==> src/rtl/instructions_pkg.sv <==
// Shared instruction-level types used across the core.
package instructions_pkg;

    typedef logic [31:0] arch_reg;

endpackage

==> src/rtl/reg_file_pkg.sv <==
// Register-file configuration constants and index/counter types.
package reg_file_pkg;

    localparam int NUM_REGS = 32;
    localparam int PEND_W   = 2;

    typedef logic [4:0]        reg_addr_t;
    typedef logic [PEND_W-1:0] pend_cnt_t;

endpackage

==> src/rtl/reg_scoreboard.sv <==
// Per-register pending-write counters, issue back-pressure and sticky underflow flag.
// Build option REG_FILE_BYPASS_EN: busy reflects a same-cycle write-back decrement.
module reg_scoreboard #(
    parameter int NUM_REGS = reg_file_pkg::NUM_REGS,
    parameter int PEND_W   = reg_file_pkg::PEND_W
) (
    input  logic       clk,
    input  logic       rst,
    input  logic       issue_en,
    input  logic [4:0] issue_rd,
    input  logic       wb_en,
    input  logic [4:0] wb_addr,
    input  logic [4:0] rs1_addr,
    input  logic [4:0] rs2_addr,
    output logic       rs1_busy,
    output logic       rs2_busy,
    output logic       issue_ready,
    output logic       wb_underflow
);
    import reg_file_pkg::*;

    localparam logic [PEND_W-1:0] CNT_MAX  = {PEND_W{1'b1}};
    localparam logic [PEND_W-1:0] CNT_ZERO = {PEND_W{1'b0}};
    localparam logic [PEND_W-1:0] CNT_ONE  = PEND_W'(1);

    logic [PEND_W-1:0] cnt_r     [NUM_REGS];
    logic [PEND_W-1:0] cnt_nxt_s [NUM_REGS];
    logic [PEND_W-1:0] issue_cnt_s, wb_cnt_s, rs1_cnt_s, rs2_cnt_s;
    logic              issue_acc_s, wb_hit_s, underflow_r;

    // Counter lookup for each port; x0 is skipped so it always reads as zero
    always_comb begin
        issue_cnt_s = CNT_ZERO;
        wb_cnt_s    = CNT_ZERO;
        rs1_cnt_s   = CNT_ZERO;
        rs2_cnt_s   = CNT_ZERO;
        for (int i = 1; i < NUM_REGS; i++) begin
            issue_cnt_s = (issue_rd == reg_addr_t'(i)) ? cnt_r[i] : issue_cnt_s;
            wb_cnt_s    = (wb_addr  == reg_addr_t'(i)) ? cnt_r[i] : wb_cnt_s;
            rs1_cnt_s   = (rs1_addr == reg_addr_t'(i)) ? cnt_r[i] : rs1_cnt_s;
            rs2_cnt_s   = (rs2_addr == reg_addr_t'(i)) ? cnt_r[i] : rs2_cnt_s;
        end
    end

    // Issue acceptance, write-back qualification and busy reporting
    always_comb begin
        issue_ready = (issue_cnt_s != CNT_MAX);
        issue_acc_s = issue_en & issue_ready & (issue_rd != 5'd0);
        wb_hit_s    = wb_en & (wb_addr != 5'd0);
`ifdef REG_FILE_BYPASS_EN
        rs1_busy = (rs1_cnt_s != CNT_ZERO) &&
                   !(wb_hit_s && (wb_addr == rs1_addr) && (rs1_cnt_s == CNT_ONE));
        rs2_busy = (rs2_cnt_s != CNT_ZERO) &&
                   !(wb_hit_s && (wb_addr == rs2_addr) && (rs2_cnt_s == CNT_ONE));
`else
        rs1_busy = (rs1_cnt_s != CNT_ZERO);
        rs2_busy = (rs2_cnt_s != CNT_ZERO);
`endif
    end

    // Next counter values; a decrement at zero holds zero instead of wrapping
    always_comb begin
        logic inc_s;
        logic dec_s;
        inc_s = 1'b0;
        dec_s = 1'b0;
        for (int i = 0; i < NUM_REGS; i++) begin
            inc_s = issue_acc_s && (issue_rd == reg_addr_t'(i));
            dec_s = wb_hit_s && (wb_addr == reg_addr_t'(i));
            case ({inc_s, dec_s})
                2'b10:   cnt_nxt_s[i] = cnt_r[i] + CNT_ONE;
                2'b01:   cnt_nxt_s[i] = (cnt_r[i] == CNT_ZERO) ? CNT_ZERO : cnt_r[i] - CNT_ONE;
                default: cnt_nxt_s[i] = cnt_r[i];
            endcase
        end
    end

    // Counter and sticky underflow state
    always_ff @(posedge clk or posedge rst) begin
        if (rst) begin
            for (int i = 0; i < NUM_REGS; i++) begin
                cnt_r[i] <= CNT_ZERO;
            end
            underflow_r <= 1'b0;
        end else begin
            for (int i = 0; i < NUM_REGS; i++) begin
                cnt_r[i] <= cnt_nxt_s[i];
            end
            underflow_r <= underflow_r | (wb_hit_s && (wb_cnt_s == CNT_ZERO));
        end
    end

    assign wb_underflow = underflow_r;

endmodule

==> src/rtl/reg_file_sb.sv <==
// Architectural register file with per-register pending-write scoreboard.
// Build option REG_FILE_BYPASS_EN: write-back data is forwarded to the read ports in the same cycle.
module reg_file_sb import instructions_pkg::*; #(
    parameter int NUM_REGS = reg_file_pkg::NUM_REGS,
    parameter int PEND_W   = reg_file_pkg::PEND_W
) (
    input  logic       clk,
    input  logic       rst,
    input  logic [4:0] rs1_addr,
    input  logic [4:0] rs2_addr,
    output arch_reg    rs1_data,
    output arch_reg    rs2_data,
    output logic       rs1_busy,
    output logic       rs2_busy,
    input  logic       wb_en,
    input  logic [4:0] wb_addr,
    input  arch_reg    wb_data,
    input  logic       issue_en,
    input  logic [4:0] issue_rd,
    output logic       issue_ready,
    output logic       wb_underflow
);
    import reg_file_pkg::*;

    arch_reg data_r [NUM_REGS];
    arch_reg rs1_arr_s, rs2_arr_s;

    reg_scoreboard #(
        .NUM_REGS (NUM_REGS),
        .PEND_W   (PEND_W)
    ) u_scoreboard (
        .clk          (clk),
        .rst          (rst),
        .issue_en     (issue_en),
        .issue_rd     (issue_rd),
        .wb_en        (wb_en),
        .wb_addr      (wb_addr),
        .rs1_addr     (rs1_addr),
        .rs2_addr     (rs2_addr),
        .rs1_busy     (rs1_busy),
        .rs2_busy     (rs2_busy),
        .issue_ready  (issue_ready),
        .wb_underflow (wb_underflow)
    );

    // Array read; x0 is never looked up so it always reads as zero
    always_comb begin
        rs1_arr_s = 32'h0000_0000;
        rs2_arr_s = 32'h0000_0000;
        for (int i = 1; i < NUM_REGS; i++) begin
            rs1_arr_s = (rs1_addr == reg_addr_t'(i)) ? data_r[i] : rs1_arr_s;
            rs2_arr_s = (rs2_addr == reg_addr_t'(i)) ? data_r[i] : rs2_arr_s;
        end
    end

    // Read-port output selection, forwarding write-back data when bypass is built in
    always_comb begin
`ifdef REG_FILE_BYPASS_EN
        if (!rst && wb_en && (wb_addr != 5'd0) && (wb_addr == rs1_addr)) begin
            rs1_data = wb_data;
        end else begin
            rs1_data = rs1_arr_s;
        end
        if (!rst && wb_en && (wb_addr != 5'd0) && (wb_addr == rs2_addr)) begin
            rs2_data = wb_data;
        end else begin
            rs2_data = rs2_arr_s;
        end
`else
        rs1_data = rs1_arr_s;
        rs2_data = rs2_arr_s;
`endif
    end

    // Data array write; writes to x0 are dropped
    always_ff @(posedge clk or posedge rst) begin
        if (rst) begin
            for (int i = 0; i < NUM_REGS; i++) begin
                data_r[i] <= 32'h0000_0000;
            end
        end else begin
            for (int i = 1; i < NUM_REGS; i++) begin
                if (wb_en && (wb_addr == reg_addr_t'(i))) begin
                    data_r[i] <= wb_data;
                end
            end
        end
    end

endmodule

==> config.mk <==
export PLATFORM = sky130hd
export DESIGN_NAME = reg_file_sb
export DESIGN_NICKNAME = d
export VERILOG_FILES = /design/src/rtl/instructions_pkg.sv /design/src/rtl/reg_file_pkg.sv /design/src/rtl/reg_scoreboard.sv /design/src/rtl/reg_file_sb.sv
export SDC_FILE = /design/constraint.sdc
export NUM_CORES = 2
export LEC_CHECK = 0
export CAP_MARGIN = 30
export CORE_ASPECT_RATIO = 0.5
export CORE_MARGIN = 4
export CORE_UTILIZATION = 25
export CTS_CLUSTER_SIZE = 16
export DETAILED_ROUTE_END_ITERATION = 6
export PLACE_DENSITY_LB_ADDON = 0.3
export SLEW_MARGIN = 15
export SYNTH_ARGS = -nofsm -noshare
export SYNTH_HDL_FRONTEND = slang
export SYNTH_SLANG_ARGS = --single-unit
==> constraint.sdc <==
create_clock -name clk -period 30.4 [get_ports clk]
set_input_delay 3.04 -clock clk [delete_from_list [all_inputs] [get_ports clk]]
set_output_delay 3.04 -clock clk [all_outputs]
set_load 0.1 [all_outputs]
After elaboration in Yosys (flattened, before gate mapping) --
Cells that the tools add are included. Widths: inputs -> output; s select.
Storage, ports and cells: register bits 1055, latch bits 0, bits in writable memories 0, ROM bits 0, output and inout port bits 68, logic and storage cells 725, memories kept 0
Cells by class: $add $sub $neg 62, $mul 0, div/mod/pow operators 0, $lt $le $gt $ge 0, eq/ne operators 187, shift-type cells 0, multiplexer cells 248, bitwise logic cells 4, reductions and logical operators 161
Operator list (count):
- $mux 32 | 62
- $eq 5x5->1 const B | 64
- $mux 2 | 155
- $eq 5x4->1 const B | 32
- $pmux 2 s2 | 31
- $logic_and 1x1->1 | 94
- $eq 5x3->1 const B | 16
- $reduce_bool 2->1 | 33
- $logic_not 2->1 | 32
- $add 2x1->2 const B | 31
- $eq 2x1->1 const B | 31
- $eq 2x2->1 const B | 31
- $sub 2x1->2 const B | 31
- $eq 5x2->1 const B | 8
- $eq 5x1->1 const B | 4
- $reduce_bool 5->1 | 2
- $and 1x1->1 | 3
- $ne 2x2->1 const B | 1
- $or 1x1->1 | 1

Longest topological paths before layout --
depth after elaboration 38, depth in mapped cells 17, depth with buffers taken out 12

By module --
From an unflattened synthesis, not the netlist that was laid out.
Unflattened totals: cell total of the unflattened synthesis 5911, area, all modules 61262.5 um^2
By module, submodules not included:
- reg_file_sb | times used 1, cells each 4863, area each 53287.4 um^2
- reg_scoreboard | times used 1, cells each 1048, area each 7975.1 um^2

Least setup slack after synthesis --
No wires, ideal clock.
path type input to output, start in rs2_addr[2], end out rs2_data[2], data arrival time 7.665 ns, path slack 19.695 ns, stages 10, cells stage by stage buf_2 > or3b_2 > clkbuf_1 > nor2_1 > a221oi_1 > o21ai_0 > a21oi_1 > o21ai_0 > a21oi_1 > o41ai_1
Between the ends: word-level cells in the longest chain between the ends 32
Ends and longest elaborated chain:
- from (decl) | line reg_file_sb.sv:10 | input logic [4:0] rs2_addr,
- $eq 5x1->1 | line reg_file_sb.sv:52 | rs2_arr_s = (rs2_addr == reg_addr_t'(i)) ? data_r[i] : rs2_arr_s;
- $mux 32 (30 in series) | line reg_file_sb.sv:52
- $mux 32 * | line reg_file_sb.sv:52
- to (decl) | line reg_file_sb.sv:12 | output arch_reg rs2_data,
Mark *: on every way between the ends. The rest lies on a longest branch, timed or not.

Worst setup path after layout --
start in rs1_addr[1], end out rs1_data[15]
Between the ends: word-level cells in the longest chain between the ends 32
Ends and longest elaborated chain:
- from (decl) | line reg_file_sb.sv:9 | input logic [4:0] rs1_addr,
- $eq 5x1->1 | line reg_file_sb.sv:51 | rs1_arr_s = (rs1_addr == reg_addr_t'(i)) ? data_r[i] : rs1_arr_s;
- $mux 32 (30 in series) | line reg_file_sb.sv:51
- $mux 32 * | line reg_file_sb.sv:51
- to (decl) | line reg_file_sb.sv:11 | output arch_reg rs1_data,
Marks and branches as above.

==> impl_metrics.tcl <==
set metrics [dict create \
    postCtsSetupRepairBufs 0 \
    viasPerCell 5.888 \
    power_density_mw_per_mm2 64.26 \
    cts-root-buf "clkbuf_16" \
    wl_met3_um 30830 \
    fin_setup_tns_ns 0 \
    syn_avg_cell_area_um2 9.660 \
    outcome "finished with violations" \
    synth_ff_type "dfrtp_1" \
    cp_slowest_stage_delay_ns 1.23 \
    core_mm2 0.2371 \
    initialDrtViolationCount 7466 \
    gp_congestion 0.9484 \
    hpwlAfterDp_um 192800 \
    power_w 0.004463 \
    port_buffers 123 \
    cp_max_fo 42 \
    drt_wl_total_um 286100 \
    tightest_slew_ns 1.190 \
    wl_per_cell_um 30.19 \
    ir_drop_v 0.00005234 \
    antenna_found_initial 17 \
    m1WireLength_um 115500 \
    place_area_mm2 0.06552 \
    drtPass1Iterations 7 \
    slowest_stage "clkdlybuf4s50_1" \
    rows 126 \
    crit_family "buffers and inverters" \
    rsz0062_at_grt "false" \
    synthCells 6204 \
    violations "design-rule violations" \
    dieArea_mm2 0.2481 \
    synth_cell_types 87 \
    wl_met2_um 122200 \
    skew_ns 0.01641 \
    pre_cts_ws_ns 18.72 \
    dr_total_vias 55810 \
    slew_viol_final 0 \
    rr_startpoint "u_scoreboard.cnt_r[56]" \
    initial_core_util 0.2528 \
    clock_latency_ns 0.75 \
    mostFrequentLayoutCells "1055 x dfrtp_1, 1008 x nand2_1, 828 x mux2_2" \
    final_cell_area_mm2 0.06945 \
    regToRegEndpoint "u_scoreboard.cnt_r[47]" \
    startpoint_type "input pin" \
    drv_cap 0 \
    crit_path_end_kind "output port" \
    hold_path_class "reg2reg" \
    cts_max_level 3 \
    postCtsResizedCells 0 \
    cts_sinks 1055 \
    p_leak_nw 29.52 \
    cp.arrival_ns 8.76 \
    yosys.area.top_type "dfrtp_1" \
    track_usage 0.2217 \
    layout_min_cycle_time_ns 11.80 \
    required_ns 27.36 \
    relSlewSlack 0.1864 \
    fin_nets 6330 \
    mostFrequentLayoutCell "dfrtp_1" \
    die_y_um 354.2 \
    cts_hold_buffers 0 \
    cp_cell_sequence "clkbuf_8 > buf_4 > buf_4 > and2b_1 > nand2_1 > o22ai_1 > a21oi_1 > a311o_1 > a2111oi_0 > buf_1 > o21ai_0 > a21oi_1 > clkdlybuf4s50_1" \
    drive_gt1_frac 0.2252 \
    syn-num-nets 6353 \
    synth_top_cell_area_share 0.4405 \
    worst_r2r_path_depth 10 \
    grt_max_degree 160 \
    area_growth_pct 15.88 \
    ant_nets 0 \
    place_inst 9255 \
    maxUsedRoutingLayer "met5" \
    numCtsBuffers 116 \
    die_x_um 700.4 \
    synth_edf_count 0 \
    yosysSeqAreaShare 0.4405 \
    grt_pass1_vias 53800 \
    synthArstFlopShare 1.000 \
    r2r_slack_ns 26.73 \
    crit_cells 13 \
    timing.final.crit_share 0.3883 \
    final-hold-violation-count 0 \
    synth_seq_cells 1055 \
    finalSetupViolCount 0 \
    worstHoldPathCells 2 \
    grt_pass1_wl_um 405900 \
    syn-cell-area_mm2 0.05993 \
    ios 124 \
    drc 2 \
    clockBufferDepth 3 \
    min_from "data_r[903]" \
    yosys_warnings 0 \
    cts.reportedPaths.clkPinSlew_ns 0.06 \
    tritoncts "done" \
    grt-ovfl-total 0 \
    critical_path_class "in2out" \
    fin_cells 9478 \
    synth_area_leaders "dfrtp_1 44%, mux2_2 16%, nand2_1 6.3%" \
    clock.fmax_mhz 84.71 \
    hold_path_end "data_r[903]" \
    crit_buf_inv 5 \
    finalWorstSetupSlack_ns 18.60 \
]
## power breakdown
group	internal [W]	switching (W)
logic	0.000401	0.000581
clock network	0.000816	0.000635
registers	0.00169	0.000335
total	0.00291	0.00155
## cell usage after synthesis, types with 30 or more instances
cell type,number
a222oi_1,34
dfrtp_1,1055
nor2_1,318
o221ai_1,48
nand4_1,40
o22ai_1,276
inv_1,74
nor3_1,100
nor4_1,33
mux2i_1,128
nand3_1,103
buf_2,90
nand2b_1,30
clkbuf_1,387
mux2_2,828
nand2_1,1010
a211oi_1,70
ha_1,93
a22oi_1,200
a221oi_1,64
buf_1,48
o21ai_0,369
a21oi_1,319
## sequential cells by signal, summed over array words and instances, names as in the netlist
signal and flops:
u_scoreboard.cnt_r 62, data_r 992, u_scoreboard.wb_underflow 1
## per-layer routing
metal,global-route usage,vias up
met1,0.2952,28530
met3,0.05251,831
met5,0,-
met2,0.3315,3643
li1,-,22810
met4,0.1195,4
## worst min-delay path, delay by kind of cell, from the launching register on
family           cells  cell delay, ns
flip-flops           1            0.35
AND/OR/NAND/NOR      2            0.10
## cell families (layout without fill, tap and decap cells)
family | Yosys count | count (layout) | synth area share
AND/OR/NAND/NOR | 1801 | 1801 | 0.1312
AO/OA/AOI/OAI | 1654 | 1654 | 0.1803
flip-flops | 1055 | 1055 | 0.4405
multiplexers | 983 | 983 | 0.1869
buffers and inverters | 618 | 683 | 0.04167
adder cells (fa/ha/maj) | 93 | 93 | 0.01942
other | 0 | 9 | 0
## worst max-delay path by stage
stage                        end         from
floorplan              data_r[0]          rst
global placement    rs1_data[15]  rs1_addr[1]
detailed placement   rs1_data[8]  rs1_addr[1]
CTS                  rs1_data[8]  rs1_addr[1]
global route        rs1_data[15]  rs1_addr[1]
finish              rs1_data[15]  rs1_addr[1]
## cell type report
cell class                 instances  area, um2
clock inverter                    27      342.8
clock buffer                     179       3442
antenna                            9      22.52
multi-input combinational       4531      31370
tap                             3200       4004
fill                           25000     167700
sequential                      1055      26400
timing repair buffer             397       3570
inverter                          80      304.0
## through the flow
step           utilization  hold WS (ns)
2_1_floorplan            -        0.4545
3_3_place_gp        0.2751        0.4814
3_5_place_dp        0.2763        0.4837
4_1_cts             0.2923        0.4989
5_1_grt             0.2928        0.5184
6_report            0.2929        0.4944
No activity file was read; power rests on OpenSTA's default activity.
